==> config.mk <==
export PLATFORM = sky130hd
export DESIGN_NAME = adc_frame_align
export DESIGN_NICKNAME = d
export VERILOG_FILES = /design/src/rtl/adc_frame_align_pkg.sv /design/src/rtl/adc_frame_align.sv
export SDC_FILE = /design/constraint.sdc
export NUM_CORES = 1
export LEC_CHECK = 0
export CAP_MARGIN = 15
export CELL_PAD_IN_SITES_DETAIL_PLACEMENT = 0
export CELL_PAD_IN_SITES_GLOBAL_PLACEMENT = 1
export CORE_UTILIZATION = 40
export DETAILED_ROUTE_END_ITERATION = 16
export GPL_TIMING_DRIVEN = 0
export PLACE_DENSITY = 0.8
export SYNTH_ARGS = -nofsm -noshare
export SYNTH_HDL_FRONTEND = slang
export SYNTH_SLANG_ARGS = --single-unit
==> constraint.sdc <==
create_clock -name divclk -period 2.1 [get_ports divclk]
set_input_delay 0.42 -clock divclk [delete_from_list [all_inputs] [get_ports divclk]]
set_output_delay 0.42 -clock divclk [all_outputs]
set_load 0.005 [all_outputs]
==> src/rtl/adc_frame_align_pkg.sv <==
// Shared types and constants for the ADC frame alignment controller.
package adc_frame_align_pkg;

    typedef enum logic [2:0] {
        WAIT_LOCK = 3'd0,
        SETTLE    = 3'd1,
        CHECK     = 3'd2,
        SLIP      = 3'd3,
        LOCKED    = 3'd4,
        FAIL      = 3'd5
    } align_state_t;

    localparam logic [7:0] DEFAULT_FRAME_PATTERN = 8'hF0;

endpackage

==> src/rtl/adc_frame_align.sv <==
// Bit-slip controller: slips the ISERDES until the FCLK word matches
// the frame pattern for a qualification window, then watches for loss.
module adc_frame_align
    import adc_frame_align_pkg::*;
#(
    parameter int              WORD_W        = 8,
    parameter logic [WORD_W-1:0] FRAME_PATTERN = DEFAULT_FRAME_PATTERN,
    parameter int              SETTLE_CYCLES = 4,
    parameter int              MATCH_COUNT   = 16,
    parameter int              MAX_SLIPS     = 8,
    parameter int              LOSS_COUNT    = 4
) (
    input  logic                           divclk,
    input  logic                           rst_n,
    input  logic                           pll_locked,
    input  logic [WORD_W-1:0]              fclk_word,
    input  logic                           realign,
    output logic                           bitslip,
    output logic                           aligned,
    output logic                           align_fail,
    output logic [$clog2(MAX_SLIPS+1)-1:0] slip_count
);

    localparam int SLIP_W  = $clog2(MAX_SLIPS + 1);
    localparam int SET_W   = $clog2(SETTLE_CYCLES + 1);
    localparam int MATCH_W = $clog2(MATCH_COUNT + 1);
    localparam int MISS_W  = $clog2(LOSS_COUNT + 1);

    align_state_t       state;
    logic [SET_W-1:0]   settle_cnt;
    logic [MATCH_W-1:0] match_cnt;
    logic [MISS_W-1:0]  miss_cnt;
    logic               word_ok;

    assign word_ok = (fclk_word == FRAME_PATTERN);

    always_ff @(posedge divclk) begin
        if (!rst_n) begin
            state      <= WAIT_LOCK;
            bitslip    <= 1'b0;
            aligned    <= 1'b0;
            align_fail <= 1'b0;
            slip_count <= '0;
            settle_cnt <= '0;
            match_cnt  <= '0;
            miss_cnt   <= '0;
        end else if (!pll_locked) begin
            // align_fail survives a lock drop; only realign/reset clear it
            state      <= WAIT_LOCK;
            bitslip    <= 1'b0;
            aligned    <= 1'b0;
            slip_count <= '0;
            settle_cnt <= '0;
            match_cnt  <= '0;
            miss_cnt   <= '0;
        end else if (realign) begin
            state      <= WAIT_LOCK;
            bitslip    <= 1'b0;
            aligned    <= 1'b0;
            align_fail <= 1'b0;
            slip_count <= '0;
            settle_cnt <= '0;
            match_cnt  <= '0;
            miss_cnt   <= '0;
        end else begin
            bitslip <= 1'b0;
            unique case (state)
                WAIT_LOCK: begin
                    settle_cnt <= SET_W'(SETTLE_CYCLES);
                    state      <= SETTLE;
                end
                SETTLE: begin
                    if (settle_cnt <= SET_W'(1)) begin
                        settle_cnt <= '0;
                        match_cnt  <= '0;
                        state      <= CHECK;
                    end else begin
                        settle_cnt <= settle_cnt - SET_W'(1);
                    end
                end
                CHECK: begin
                    if (word_ok) begin
                        if (match_cnt >= MATCH_W'(MATCH_COUNT - 1)) begin
                            match_cnt <= MATCH_W'(MATCH_COUNT);
                            miss_cnt  <= '0;
                            state     <= LOCKED;
                        end else begin
                            match_cnt <= match_cnt + MATCH_W'(1);
                        end
                    end else if (slip_count < SLIP_W'(MAX_SLIPS)) begin
                        // pulse and count leave together with the SLIP state
                        bitslip    <= 1'b1;
                        slip_count <= slip_count + SLIP_W'(1);
                        state      <= SLIP;
                    end else begin
                        align_fail <= 1'b1;
                        aligned    <= 1'b0;
                        state      <= FAIL;
                    end
                end
                SLIP: begin
                    settle_cnt <= SET_W'(SETTLE_CYCLES);
                    state      <= SETTLE;
                end
                LOCKED: begin
                    if (word_ok) begin
                        miss_cnt <= '0;
                        aligned  <= 1'b1;
                    end else if (miss_cnt >= MISS_W'(LOSS_COUNT - 1)) begin
                        miss_cnt   <= '0;
                        aligned    <= 1'b0;
                        slip_count <= '0;
                        settle_cnt <= SET_W'(SETTLE_CYCLES);
                        state      <= SETTLE;
                    end else begin
                        miss_cnt <= miss_cnt + MISS_W'(1);
                        aligned  <= 1'b1;
                    end
                end
                FAIL: begin
                    aligned <= 1'b0;
                end
                default: begin
                    state <= WAIT_LOCK;
                end
            endcase
        end
    end

endmodule

==> results.yml <==
synthesis:
  synth_edf_count: 0
  synthesis.nets: 168
  synth-xor-area-share: 0
  synthAdderAreaFrac: 0.0680
  ys.flop_type: "dfxtp_1"
  synth_cell_types: 49
  syn-instance-count: 149
  synthArstFlopShare: 0
  synth_compound_area_frac: 0.281
  synth_warnings: 0
  synth-seq-cells: 21
  synth-simple-area-share: 0.260
  synth_top_family_by_area: "compound AO/OA/AOI/OAI gates"
  synthMuxAreaShare: 0
  syn_area_sq_um: 1290
  synth_area_per_cell_sq_um: 8.65
  seq_area_frac_synth: 0.326
power_and_ir_drop:
  power_uw: 664
  p_leak_nw: 0.546
  ir_drop_uv: 328
  power_density_nw_per_um2: 425
sta:
  slew-limit-headroom: 0.545
  setup_tns_ns: 0
  fin_ws_ns: 0.108
  slew_viol_final: 0
  fin_crit_sh: 0.949
  finalHoldViolCount: 0
  fin_worst_skew_ns: 0.00934
  setup_viol_count_final: 0
  max_clock_freq_mhz: 502
  period_minus_slack_ns: 1.99
  worstMarginPinSlew_ns: 0.680
  hold_slack_ns: 0.500
  rsz0062_at_grt: "no"
placement:
  dp_hpwl_mm: 2.42
  post-place-cells: 211
  gp_congestion: 0.800
  pre_cts_ws_ns: -0.288
  dpl_cell_area_sq_um: 1520
  io_buffers: 18
clocking:
  cts_max_path_buffers: 2
  clockRootBuffer: "clkbuf_4"
  tritoncts.num_buffers: 3
  cts_tree: "done"
  clkLatencyLatePin_ns: 0.31
  clkSlewWorstSetupHoldPaths_ns: 0.13
  ctsHtreeMaxLevel: 1
  ctsHoldBuffers: 0
  clkSinkCount: 21
grt:
  grt_overflow: 0
  grt_pass1_wl_mm: 5.53
  grt_pass1_vias: 1192
  antenna_found_initial: 0
  grt_max_degree: 12
  grtUsageTotal: 0.210
finish:
  drive_gt1_frac: 0.123
  stdcell_count: 215
  n_antenna_cell: 0
  final_area_sq_um: 1560
  utilization: 0.512
  synthToLayoutAreaGrowth_pct: 21.4
  fillCellCount: 322
  nets: 191
worst_setup_path:
  startpoint_type: "input port"
  criticalPathCategory: "input port to register"
  cp-end-kind: "register"
  required_ns: 2.33
  arrival_ns: 2.22
  critical_path.max_fanout: 7
die:
  start_util: 0.422
  die_w_um: 58.8
  rows: 20
  core_sq_um: 3050
  dieArea_sq_um: 3450
  dieHeight_um: 58.8
  pin_count: 19
detailed_routing:
  drc: 0
  drt_iter0_drc: 52
  avgViaCountPerCell: 5.79
  routed_wl_mm: 3.23
  ant_nets: 0
  first_pass_iters: 4
  vias: 1245
  wl_per_cell_um: 15.0
hold_path:
  min_path_type: "register to register"
outcome:
  status: "finished, final reports clean"
flow_run:
  maxCapViolations: 0
## cell usage in the layout (no fill, tap or decap), types with 2 or more instances in the layout
master           synthesis  routed
dfxtp_1                 21      21
clkdlybuf4s50_1          0      18
a21oi_1                 14      14
nand2_1                 10      10
nand3_1                 10       9
inv_1                    8       8
nor2_1                   8       7
ha_1                     7       7
o21ai_0                  5       5
nand4_1                  4       4
clkbuf_1                 3       4
a211o_1                  3       3
nor3b_2                  3       3
and2_1                   3       3
clkbuf_4                 0       3
or4_1                    2       2
buf_4                    2       2
buf_6                    2       2
a21o_1                   2       2
or2_2                    2       2
nor2_2                   1       2
or3b_1                   2       2
nand3b_1                 2       2
and4_1                   2       2
nor3_1                   2       2
o21ai_1                  2       2
a22oi_1                  2       2
o31ai_1                  2       2
o311a_1                  2       2
o32ai_1                  2       2
## per-layer routing
| metal | part of all wire | track usage | routed length, um | up-vias |
|---|---|---|---|---|
| li1 | - | - | - | 615 |
| met1 | 0.45 | 0.280 | 1470 | 595 |
| met2 | 0.49 | 0.351 | 1590 | 30 |
| met3 | 0.042 | 0.0220 | 136 | 5 |
| met4 | 0.013 | 0.0714 | 42 | 0 |
| met5 | 0 | 0 | 0 | - |
## logic make-up after synthesis
| group | Yosys count |
|---|---|
| AOI/OAI and AO/OA | 48 |
| buffers and inverters | 16 |
| adders and majority gates | 7 |
| and+or+nand+nor | 57 |
| DFF | 21 |
## final timing paths
check,startpoint,slack (ns),endpoint,depth (start not counted)
max,fclk_word[1],0.11,miss_cnt[2],6
min,settle_cnt[1],0.50,settle_cnt[1],2
min reg2reg,settle_cnt[1],0.50,settle_cnt[1],2
max reg2reg,state[1],0.20,slip_count[2],5
## synthesized netlist by cell type, types with 2 or more instances
cell type,n,area [sq um]
nor2_1,8,30.0
a22oi_1,2,15.0
o31ai_1,2,15.0
and4_1,2,17.5
a21oi_1,14,70.1
clkbuf_1,3,11.3
or4_1,2,15.0
nand3_1,10,50.1
nand3b_1,2,15.0
ha_1,7,87.6
nor3b_2,3,37.5
buf_4,2,15.0
o21ai_1,2,10.0
o21ai_0,5,25.0
nor3_1,2,10.0
or2_2,2,12.5
o311a_1,2,20.0
o32ai_1,2,17.5
dfxtp_1,21,420
a211o_1,3,26.3
or3b_1,2,17.5
buf_6,2,22.5
inv_1,8,30.0
and2_1,3,18.8
a21o_1,2,15.0
nand4_1,4,25.0
nand2_1,10,37.5
## state kept, by name, indices dropped and copies added (netlist names)
signal,count
align_fail,1
aligned,1
bitslip,1
match_cnt,5
miss_cnt,3
settle_cnt,3
slip_count,4
state,3
## where the power goes
part | switching (mW) | total (mW) | internal, mW
logic | 0.0290 | 0.0587 | 0.0297
clock network | 0.130 | 0.204 | 0.0742
registers | 0.00112 | 0.401 | 0.400
total | 0.160 | 0.664 | 0.504
## timing repair
item | 4_1_cts | 5_1_grt
buffers inserted | 0 | 0
setup endpoints to repair | 0 | 1
gates resized for setup | 0 | 3
## critical path: stages
cell and delay (ns):
clkdlybuf4s50_1 0.43, or4_1 0.51, buf_2 0.20, a2111oi_4 0.36, o32ai_1 0.13, and2_1 0.17
## final cells by class
cell class	instances	area (sq um)	area share
Timing Repair Buffer	18	180	0.115
Clock buffer	4	26.3	0.0168
Sequential cell	21	420	0.269
Multi-Input combinational cell	112	798	0.510
Inverter	8	30.0	0.0192
Tap cell	44	55.1	0.0352
Buffer	8	53.8	0.0344
Power figures use the tool's default switching activity.
